[src/rtl/imm_gen_pipe_pkg.sv]
// imm_gen_pkg: shared definitions for the pipelined immediate generator.
//   - Format class codes carried on imm_class.
//   - Opcode prefix masks/values used to classify instr[31:21].
//   - decode_class(): first-match opcode classifier used by stage 1.
package imm_gen_pkg;

    localparam logic [2:0] CLS_NONE = 3'd0;
    localparam logic [2:0] CLS_I    = 3'd1;
    localparam logic [2:0] CLS_D    = 3'd2;
    localparam logic [2:0] CLS_B    = 3'd3;
    localparam logic [2:0] CLS_CB   = 3'd4;
    localparam logic [2:0] CLS_IW   = 3'd5;
    localparam logic [2:0] CLS_ILL  = 3'd7;

    // Prefix matches: (opcode & MASK) == VAL
    localparam logic [10:0] B_MASK   = 11'h7E0;  // opcode[10:5]
    localparam logic [10:0] B_VAL    = 11'h0A0;  // 000101
    localparam logic [10:0] CB_MASK  = 11'h7F0;  // opcode[10:4], covers CBZ and CBNZ
    localparam logic [10:0] CB_VAL   = 11'h5A0;  // 1011010
    localparam logic [10:0] IW_MASK  = 11'h7FC;  // opcode[10:2]
    localparam logic [10:0] IW_VAL   = 11'h694;  // 110100101
    localparam logic [10:0] I_MASK   = 11'h7FE;  // opcode[10:1]
    localparam logic [10:0] ADDI_VAL = 11'h488;  // 1001000100
    localparam logic [10:0] SUBI_VAL = 11'h688;  // 1101000100

    // Exact opcodes
    localparam logic [10:0] OP_LDUR  = 11'h7C2;
    localparam logic [10:0] OP_STUR  = 11'h7C0;
    localparam logic [10:0] OP_ADD   = 11'h458;
    localparam logic [10:0] OP_SUB   = 11'h658;
    localparam logic [10:0] OP_AND   = 11'h450;
    localparam logic [10:0] OP_ORR   = 11'h550;

    // Order of the tests matters: earlier formats win on overlap.
    function automatic logic [2:0] decode_class(input logic [10:0] opcode);
        if ((opcode & B_MASK) == B_VAL)
            return CLS_B;
        else if ((opcode & CB_MASK) == CB_VAL)
            return CLS_CB;
        else if ((opcode & IW_MASK) == IW_VAL)
            return CLS_IW;
        else if (((opcode & I_MASK) == ADDI_VAL) || ((opcode & I_MASK) == SUBI_VAL))
            return CLS_I;
        else if ((opcode == OP_LDUR) || (opcode == OP_STUR))
            return CLS_D;
        else if ((opcode == OP_ADD) || (opcode == OP_SUB) ||
                 (opcode == OP_AND) || (opcode == OP_ORR))
            return CLS_NONE;
        else
            return CLS_ILL;
    endfunction

endpackage

[src/rtl/imm_gen_pipe_if.sv]
// imm_gen_pipe_if: handshake bundle for the immediate generator.
//   Input side : flush, in_valid, in_ready, instruction, in_tag
//   Output side: out_valid, out_ready, immediate, imm_class, illegal,
//                out_tag, illegal_count
//   slave  modport: the pipeline itself.
//   master modport: the producer/consumer environment around it.
interface imm_gen_pipe_if #(
    parameter int INSTR_WIDTH = 32,
    parameter int DATA_WIDTH  = 64,
    parameter int TAG_WIDTH   = 32
);
    logic                   flush;
    logic                   in_valid;
    logic                   in_ready;
    logic [INSTR_WIDTH-1:0] instruction;
    logic [TAG_WIDTH-1:0]   in_tag;
    logic                   out_valid;
    logic                   out_ready;
    logic [DATA_WIDTH-1:0]  immediate;
    logic [2:0]             imm_class;
    logic                   illegal;
    logic [TAG_WIDTH-1:0]   out_tag;
    logic [15:0]            illegal_count;

    modport slave (
        input  flush, in_valid, instruction, in_tag, out_ready,
        output in_ready, out_valid, immediate, imm_class, illegal, out_tag, illegal_count
    );

    modport master (
        output flush, in_valid, instruction, in_tag, out_ready,
        input  in_ready, out_valid, immediate, imm_class, illegal, out_tag, illegal_count
    );
endinterface

[src/rtl/imm_gen_pipe_extend.sv]
// imm_extend: combinational immediate extension.
//   cls   : format class (imm_gen_pkg CLS_*)
//   instr : 32-bit instruction word
//   imm   : DATA_WIDTH-bit extended immediate
// All arithmetic is done at DATA_WIDTH; IW shifts that push the field past
// DATA_WIDTH simply lose the bits, giving 0 when the shift >= DATA_WIDTH.
module imm_extend
    import imm_gen_pkg::*;
#(
    parameter int DATA_WIDTH = 64,
    parameter bit ALU_SIGNED = 1'b0
) (
    input  logic [2:0]            cls,
    input  logic [31:0]           instr,
    output logic [DATA_WIDTH-1:0] imm
);
    logic [DATA_WIDTH-1:0] i_ext;
    logic [DATA_WIDTH-1:0] d_ext;
    logic [DATA_WIDTH-1:0] b_ext;
    logic [DATA_WIDTH-1:0] cb_ext;
    logic [DATA_WIDTH-1:0] iw_ext;
    logic                  unused_bits;

    assign i_ext  = ALU_SIGNED ? {{(DATA_WIDTH-12){instr[21]}}, instr[21:10]}
                               : DATA_WIDTH'(instr[21:10]);
    assign d_ext  = {{(DATA_WIDTH-9){instr[20]}}, instr[20:12]};
    assign b_ext  = {{(DATA_WIDTH-26){instr[25]}}, instr[25:0]};
    assign cb_ext = {{(DATA_WIDTH-19){instr[23]}}, instr[23:5]};
    // hw field selects a 16-bit lane: shift = 16 * instr[22:21]
    assign iw_ext = DATA_WIDTH'(instr[20:5]) << {instr[22:21], 4'b0000};

    assign unused_bits = ^instr[31:26];

    always_comb begin
        imm = '0;
        case (cls)
            CLS_I:   imm = i_ext;
            CLS_D:   imm = d_ext;
            CLS_B:   imm = b_ext << 2;
            CLS_CB:  imm = cb_ext << 2;
            CLS_IW:  imm = iw_ext;
            default: imm = '0;
        endcase
    end
endmodule

[src/rtl/imm_gen_pipe.sv]
// imm_gen_pipe: two-stage pipelined immediate generator.
//   clk   : rising-edge clock
//   reset : asynchronous active-high reset
//   bus   : imm_gen_pipe_if.slave (input handshake, output handshake,
//           flush and the saturating illegal_count)
// Stage 1 captures instruction, tag and decoded class. Stage 2 captures the
// extended immediate. Each stage advances when its successor is empty or
// being drained, so throughput is one per cycle with two-edge latency.
module imm_gen_pipe
    import imm_gen_pkg::*;
#(
    parameter int INSTR_WIDTH = 32,
    parameter int DATA_WIDTH  = 64,
    parameter int TAG_WIDTH   = 32,
    parameter bit ALU_SIGNED  = 1'b0
) (
    input  logic           clk,
    input  logic           reset,
    imm_gen_pipe_if.slave  bus
);
    logic                   s1_valid_reg;
    logic [INSTR_WIDTH-1:0] s1_instr_reg;
    logic [TAG_WIDTH-1:0]   s1_tag_reg;
    logic [2:0]             s1_class_reg;

    logic                   out_valid_reg;
    logic [DATA_WIDTH-1:0]  imm_reg;
    logic [2:0]             class_reg;
    logic                   illegal_reg;
    logic [TAG_WIDTH-1:0]   tag_reg;
    logic [15:0]            ill_cnt_reg;

    logic                   s2_adv;
    logic                   s1_adv;
    logic                   in_ready;
    logic                   accept;
    logic [DATA_WIDTH-1:0]  ext_imm;

    assign s2_adv   = !out_valid_reg || bus.out_ready;
    assign s1_adv   = s1_valid_reg && s2_adv;
    assign in_ready = !bus.flush && (!s1_valid_reg || s2_adv);
    assign accept   = bus.in_valid && in_ready;

    imm_extend #(
        .DATA_WIDTH (DATA_WIDTH),
        .ALU_SIGNED (ALU_SIGNED)
    ) u_extend (
        .cls   (s1_class_reg),
        .instr (s1_instr_reg[31:0]),
        .imm   (ext_imm)
    );

    // Stage 1
    always_ff @(posedge clk or posedge reset) begin
        if (reset) begin
            s1_valid_reg <= 1'b0;
            s1_instr_reg <= '0;
            s1_tag_reg   <= '0;
            s1_class_reg <= CLS_NONE;
        end else if (bus.flush) begin
            s1_valid_reg <= 1'b0;
        end else if (accept) begin
            s1_valid_reg <= 1'b1;
            s1_instr_reg <= bus.instruction;
            s1_tag_reg   <= bus.in_tag;
            s1_class_reg <= decode_class(bus.instruction[31:21]);
        end else if (s1_adv) begin
            s1_valid_reg <= 1'b0;
        end
    end

    // Stage 2: data only reloads when a real item moves in, so a stalled
    // or empty output holds its last values.
    always_ff @(posedge clk or posedge reset) begin
        if (reset) begin
            out_valid_reg <= 1'b0;
            imm_reg       <= '0;
            class_reg     <= CLS_NONE;
            illegal_reg   <= 1'b0;
            tag_reg       <= '0;
        end else if (bus.flush) begin
            out_valid_reg <= 1'b0;
        end else if (s2_adv) begin
            out_valid_reg <= s1_valid_reg;
            if (s1_valid_reg) begin
                imm_reg     <= ext_imm;
                class_reg   <= s1_class_reg;
                illegal_reg <= (s1_class_reg == CLS_ILL);
                tag_reg     <= s1_tag_reg;
            end
        end
    end

    // Count illegal results actually handed to the consumer; a flush in the
    // same cycle cancels the transfer, so it is not counted.
    always_ff @(posedge clk or posedge reset) begin
        if (reset) begin
            ill_cnt_reg <= '0;
        end else if (!bus.flush && out_valid_reg && bus.out_ready && illegal_reg &&
                     (ill_cnt_reg != 16'hFFFF)) begin
            ill_cnt_reg <= ill_cnt_reg + 16'd1;
        end
    end

    assign bus.in_ready      = in_ready;
    assign bus.out_valid     = out_valid_reg;
    assign bus.immediate     = imm_reg;
    assign bus.imm_class     = class_reg;
    assign bus.illegal       = illegal_reg;
    assign bus.out_tag       = tag_reg;
    assign bus.illegal_count = ill_cnt_reg;
endmodule

[src/flat_wrapper.sv]
// flat-port wrapper written by rule: the top's interface ports become plain ports
module imm_gen_pipe_flat import imm_gen_pkg::*;
#(
    parameter int INSTR_WIDTH = 32,
    parameter int DATA_WIDTH  = 64,
    parameter int TAG_WIDTH   = 32,
    parameter bit ALU_SIGNED  = 1'b0
)
  (clk, reset, bus_flush, bus_in_valid, bus_instruction, bus_in_tag, bus_out_ready, bus_in_ready, bus_out_valid, bus_immediate, bus_imm_class, bus_illegal, bus_out_tag, bus_illegal_count);
  imm_gen_pipe_if #(.INSTR_WIDTH(INSTR_WIDTH), .DATA_WIDTH(DATA_WIDTH), .TAG_WIDTH(TAG_WIDTH)) bus_i ();
  input  logic clk;
  input  logic reset;
  input wire logic [$bits(bus_i.flush)-1:0] bus_flush;
  input wire logic [$bits(bus_i.in_valid)-1:0] bus_in_valid;
  input wire logic [$bits(bus_i.instruction)-1:0] bus_instruction;
  input wire logic [$bits(bus_i.in_tag)-1:0] bus_in_tag;
  input wire logic [$bits(bus_i.out_ready)-1:0] bus_out_ready;
  output wire logic [$bits(bus_i.in_ready)-1:0] bus_in_ready;
  output wire logic [$bits(bus_i.out_valid)-1:0] bus_out_valid;
  output wire logic [$bits(bus_i.immediate)-1:0] bus_immediate;
  output wire logic [$bits(bus_i.imm_class)-1:0] bus_imm_class;
  output wire logic [$bits(bus_i.illegal)-1:0] bus_illegal;
  output wire logic [$bits(bus_i.out_tag)-1:0] bus_out_tag;
  output wire logic [$bits(bus_i.illegal_count)-1:0] bus_illegal_count;
  assign bus_i.flush = bus_flush;
  assign bus_i.in_valid = bus_in_valid;
  assign bus_i.instruction = bus_instruction;
  assign bus_i.in_tag = bus_in_tag;
  assign bus_i.out_ready = bus_out_ready;
  assign bus_in_ready = bus_i.in_ready;
  assign bus_out_valid = bus_i.out_valid;
  assign bus_immediate = bus_i.immediate;
  assign bus_imm_class = bus_i.imm_class;
  assign bus_illegal = bus_i.illegal;
  assign bus_out_tag = bus_i.out_tag;
  assign bus_illegal_count = bus_i.illegal_count;
  imm_gen_pipe #(.INSTR_WIDTH(INSTR_WIDTH), .DATA_WIDTH(DATA_WIDTH), .TAG_WIDTH(TAG_WIDTH), .ALU_SIGNED(ALU_SIGNED)) u_core (.clk(clk), .reset(reset), .bus(bus_i));
endmodule
[config.mk]
export PLATFORM = sky130hd
export DESIGN_NAME = imm_gen_pipe_flat
export DESIGN_NICKNAME = d
export VERILOG_FILES = /design/src/rtl/imm_gen_pipe_pkg.sv /design/src/rtl/imm_gen_pipe_if.sv /design/src/rtl/imm_gen_pipe_extend.sv /design/src/rtl/imm_gen_pipe.sv /design/src/flat_wrapper.sv
export SDC_FILE = /design/constraint.sdc
export NUM_CORES = 1
export LEC_CHECK = 0
export ABC_AREA = 1
export BUFFER_PORTS_ARGS = -buffer_cell sky130_fd_sc_hd__buf_2
export CAP_MARGIN = 40
export CORE_MARGIN = 2
export CORE_UTILIZATION = 33
export CTS_CLUSTER_SIZE = 25
export DETAILED_ROUTE_END_ITERATION = 8
export PLACE_DENSITY = 0.52
export SLEW_MARGIN = 20
export SYNTH_ARGS = -nofsm -noshare
export SYNTH_HDL_FRONTEND = slang
export SYNTH_SLANG_ARGS = --single-unit
export TNS_END_PERCENT = 10
[constraint.sdc]
create_clock -name clk -period 5.98 [get_ports clk]
set_input_delay 0.598 -clock clk [delete_from_list [all_inputs] [get_ports clk]]
set_output_delay 0.598 -clock clk [all_outputs]
set_load 0.05 [all_outputs]
# After elaboration in Yosys (flattened, before gate mapping)
# Cells that the tools add are included.
# Widths: inputs -> output; s select.
dict set report word_totals {
  regBits 179
  output_inout_bits 118
  input_bits 69
}
dict set report op_classes {
  shifts 1
  add_sub_neg 1
  muxes 12
  eq_ne 18
  reduce_logical 21
  n_bitwise 1
}
# op count
set ops {}
lappend ops {{$pmux 64 s5} 1}
lappend ops {{$eq 11x11->1 const B} 6}
lappend ops {{$shl 16x6->64} 1}
lappend ops {{$eq 10x10->1 const B} 2}
lappend ops {{$mux 3} 6}
lappend ops {{$add 16x1->16 const B} 1}
lappend ops {{$ne 16x16->1 const B} 1}
lappend ops {{$eq 3x3->1 const B} 3}
lappend ops {{$eq 9x9->1 const B} 1}
lappend ops {{$eq 7x7->1 const B} 1}
lappend ops {{$logic_and 1x1->1} 7}
lappend ops {{$logic_or 1x1->1} 7}
lappend ops {{$eq 3x2->1 const B} 2}
lappend ops {{$eq 6x3->1 const B} 1}
lappend ops {{$mux 1} 5}
lappend ops {{$eq 3x1->1 const B} 1}
lappend ops {{$logic_not 1->1} 3}
lappend ops {{$reduce_and 3->1} 1}
lappend ops {{$reduce_bool 3->1} 1}
lappend ops {{$reduce_and 2->1} 1}
lappend ops {{$reduce_bool 2->1} 1}
lappend ops {{$not 1->1} 1}

# Longest topological paths before layout
dict set report logic_depth {
  word_depth 10
  ltp_mapped 10
  depth_no_buf 9
}

# Cells and area by module
# Synthesis repeated with hierarchy kept, for this count alone.
dict set report hier_totals {
  hier_cells 1236
  area_unflattened_um2 9077.5
}
# module seq_area_each_um2 area_each_um2 cells_each instances
set modules_own_cells {}
lappend modules_own_cells {imm_gen_pipe 4629.4 7508.5 880 1}
lappend modules_own_cells {imm_extend 0.0 1569.0 356 1}

# Least setup slack after synthesis
# Ideal clock, no wire load.
dict set report synth_timing {
  path_kind {reg-to-reg}
  start {register u_core.ill_cnt_reg[0] (netlist: u_core.bus.illegal_count[0])}
  end {register u_core.ill_cnt_reg[0] (netlist: u_core.bus.illegal_count[0])}
  arrival_time_ps 1870
  stages_incl_launch_ff 10
  t_required_ps 5862
  slack_ps 3992
  n_path_buf 1
  setup_ps 118
  cell_sequence {dfrtp_1 ha_1 nand3_2 inv_2 nand2_4 o21ai_4 inv_4 buf_6 nand2_1 nand2_1}
}
dict set report synth_between {
  elab_chain_cells 2
  elab_cells_between_ends 3
}
# element line
set synth_lines {}
lappend synth_lines {{start: declaration} imm_gen_pipe.sv:31} ;# logic [15:0] ill_cnt_reg;
lappend synth_lines {{start signal: assignment} imm_gen_pipe.sv:101} ;# ill_cnt_reg <= ill_cnt_reg + 16'd1;
lappend synth_lines {{parallel branches: the longest is 2 deep, another holds $add 16x1->16} --}
# Several ways; the timed one is not identified.
# A chain may end at the register's enable or synchronous reset.

# Final worst setup path
dict set report layout_timing {
  start {register u_core.out_valid_reg (netlist: u_core.bus.out_valid)}
  end {register u_core.s1_tag_reg[18]}
}
dict set report layout_between {
  elab_chain_cells 6
}
# element line
set layout_lines {}
lappend layout_lines {{start: declaration} imm_gen_pipe.sv:26} ;# logic out_valid_reg;
lappend layout_lines {{start signal: assignment} imm_gen_pipe.sv:84} ;# out_valid_reg <= s1_valid_reg;
lappend layout_lines {{$logic_not 1->1} imm_gen_pipe.sv:39} ;# assign s2_adv = !out_valid_reg || bus.out_ready;
lappend layout_lines {{$logic_or 1x1->1} imm_gen_pipe.sv:39}
lappend layout_lines {{$logic_or 1x1->1} imm_gen_pipe.sv:41} ;# assign in_ready = !bus.flush && (!s1_valid_reg || s2_adv);
lappend layout_lines {{$logic_and 1x1->1} imm_gen_pipe.sv:41}
lappend layout_lines {{$logic_and 1x1->1} imm_gen_pipe.sv:42} ;# assign accept = bus.in_valid && in_ready;
lappend layout_lines {{$reduce_and 2->1 (no line)} --}
lappend layout_lines {{end signal: assignment} imm_gen_pipe.sv:65} ;# s1_tag_reg <= bus.in_tag;
lappend layout_lines {{end: declaration} imm_gen_pipe.sv:23} ;# logic [TAG_WIDTH-1:0] s1_tag_reg;
# No other way between the ends.

==> impl_results.md <==
- Row count: between 50 and 60
- Worst-Skew Late Latency: 0.44 ns
- Met3 global-route usage: 0.0366
- Initial Util: 0.337
- Die width: ~170 um
- Failing checks: design-rule violations
- CP Max Fanout: 63
- Pre-Repair DR Iteration Count: 7
- CTS resizes: 0
- CTS tree: built
- Fin. max-slew vios: 0
- Hold Vio Cnt, Final: 0
- Max reg flops: 64
- Slowest stage delay, CP: about 0.63 ns
- Dpl cells: roughly 1600
- Die Y: between 150 and 200 um
- Hold crit path type: in -> async
- Core area: approximately 26000 um2
- Post-synth cell types: 33
- Vias in the first global route: ~7600
- Outcome: complete, but fails checks
- Register area: 4480 um2
- Crit-path cells: inv_1 -> nor2_4 -> nand2_1 -> nand3_2 -> inv_2 -> buf_4 -> nand2_1 -> o21ai_0
- Slew margin rel.: 0.516
- Worst EP required: 6.34 ns
- Final RePlAce weighted congestion: slightly above 0.9
- Most frequent cells in the layout: nand2_1 (434), buf_2 (186), dfrtp_1 (179)
- Buf/Inv on CP: 3
- CP arrival: about 2.9 ns
- PwrDens: about 370 nW/um2
- Yosys reg bits: between 150 and 200
- Mapped Avg Cell Area: between 7 and 8 um2
- H-tree levels: 4
- Most used cell, CP: nand2_1
- Ys Warns: 0
- DR WL/cell: roughly 16 um
- Largest net degree at the start of global routing: between 70 and 80
- Grt ovf: 0
- GR Util met1: 0.262
- Antenna Nets Post-Route: 0
- Max-cap violations: 0
- Share of layout cells above drive strength 1: 0.197
- Total CTS buffers: 17
- Cell leakage power: between 5 and 6 nW
- Syn Nets: roughly 1200
- Top Usage Layer GRT: met2
- Fillers: between 2000 and 3000
- Hold_buf cts: 0
- # DRC: 15
- PortBufs: 186
- CTS root buffer: clkbuf_16
- HPWL after DPL: 17.6 mm
- Slew @ Worst Pin: ~0.73 ns
- Max Root-Sink Buffers: 2
- CP delay by family, top: buffers and inverters
- First-pass GRT wire length: between 40 and 50 mm
- Post-CTS setup buffers: 0
- R2R setup slack: around 3.5 ns
- Vias: roughly 8000
- Skew final: 0.0201 ns
- Setup TNS: 0 ns
- Vias per inst: between 4 and 5
- Period minus WS final: between 2 and 3 ns
- Commonest non-fill, non-tap cell in the layout: nand2_1
- 1st-iter DRT viols: 791
- Sequential cell area fraction in the yosys report: 0.509
- I/O pin total: ~190
- CP Launch Type: flop
- # nets final: roughly 1400
- DIE AREA: 28000 um2
- Synthesis-to-finish area growth: 20.4%
- Highest clock rate: 395 MHz
- Met2 Usage GRT: 0.279
- Initial antenna violation count: 1
- Setup violators final: 0
- Peak supply drop: 173 uV
- Clock sinks: around 180
- Synth Cell Area: just under 9000 um2
- Clk slew on worst S/H paths: around 0.090 ns
- Final worst-path cycle share: 0.423
- Final wirelength: ~26 mm
- Cells after Synth: around 1200
- RSZ-0062 raised after global routing: false
- Multi-input logic area: 3640 um2
- Finished Layout Cells: 1658
- Setup crit end kind: flop
- All-Layer GR Usage: 0.183
- CP Class: reg -> reg
- Crit-path slowest cell: inv_2
[stage by stage]
| stage | hold slack [ns] | utilization | worst slack, ns | power (mW) | area, um2 |
|---|---|---|---|---|---|
| finish | 0.213 | 0.406 | 3.45 | 3.89 | 10600 |
| global route | 0.262 | 0.406 | 3.12 | 4.08 | 10600 |
| detailed placement | 0.460 | 0.380 | 3.16 | 2.74 | 9940 |
| CTS | 0.242 | 0.404 | 3.41 | 3.93 | 10600 |
| global placement | 0.457 | 0.379 | 3.18 | 2.73 | 9890 |
| floorplan | 0.449 | - | 0.523 | 2.41 | 8810 |
[routing by layer]
metal / vias to the layer above / wire length (um)
met2: 268 / 11400
met4: 0 / 547
met1: 3685 / 12000
li1: 3971 / -
met5: - / 0
met3: 40 / 1770
[cell families (layout without fill, tap and decap cells)]
| logic type | count (synthesis) | in the layout | synth area share |
|---|---|---|---|
| AND/OR/NAND/NOR | 668 | 668 | 0.323 |
| AO/OA/AOI/OAI | 140 | 140 | 0.0817 |
| flip-flops | 179 | 179 | 0.509 |
| adder cells (fa/ha/maj) | 1 | 1 | 0.00142 |
| XOR/XNOR | 7 | 7 | 0.00696 |
| other | 0 | 1 | 0 |
| buffers and inverters | 165 | 327 | 0.0788 |
[cell usage after synthesis, drive strengths merged]
cell type	n	area, um2
o31ai	1	7.51
a21oi	15	75.1
inv	98	370
nand2	439	1670
nor3	3	20.0
nand3	92	500
nand4	34	213
nand3b	2	15.0
ha	1	12.5
nor2	98	428
dfrtp	179	4480
buf	38	214
xnor2	6	52.6
clkbuf	29	110
o22ai	4	25.0
xor2	1	8.76
o21ai	120	612
[cell type report]
type | count | area share
Sequential cell | 179 | 0.422
Multi-Input combinational cell | 816 | 0.343
Timing Repair Buffer | 197 | 0.101
Clock buffer | 17 | 0.0401
Tap cell | 335 | 0.0395
Inverter | 98 | 0.0356
Clock inverter | 15 | 0.0182
Antenna cell | 1 | 0.000236
[final timing paths]
kind,from,to,depth (start not counted)
min in group clk,bus_in_tag[31],u_core.s1_tag_reg[31],3
hold / removal,reset,u_core.bus.out_tag[1],2
setup reg to reg,u_core.bus.out_valid,u_core.s1_tag_reg[18],8
max in group asynchronous,reset,u_core.s1_instr_reg[8],4
setup / recovery,u_core.bus.out_valid,u_core.s1_tag_reg[18],8
hold reg to reg,u_core.bus.immediate[12],u_core.bus.immediate[12],2
[where the power goes]
| part | switching (mW) | leakage, nW | total, mW | internal (mW) |
|---|---|---|---|---|
| Sequential | 0.151 | 2.31 | 1.56 | 1.41 |
| Combinational | 0.901 | 3.17 | 1.16 | 0.257 |
| Clock | 0.595 | 0.297 | 1.17 | 0.579 |
| Total | 1.65 | 5.77 | 3.89 | 2.24 |
[worst reg2reg max path, stage by stage (launching register included)]
cell and delay (ns):
dfrtp_1 0.40, inv_1 0.11, nor2_4 0.05, nand2_1 0.09
nand3_2 0.33, inv_2 0.64, buf_4 0.58, nand2_1 0.14
o21ai_0 0.11
(Power assumes the default switching activity.)
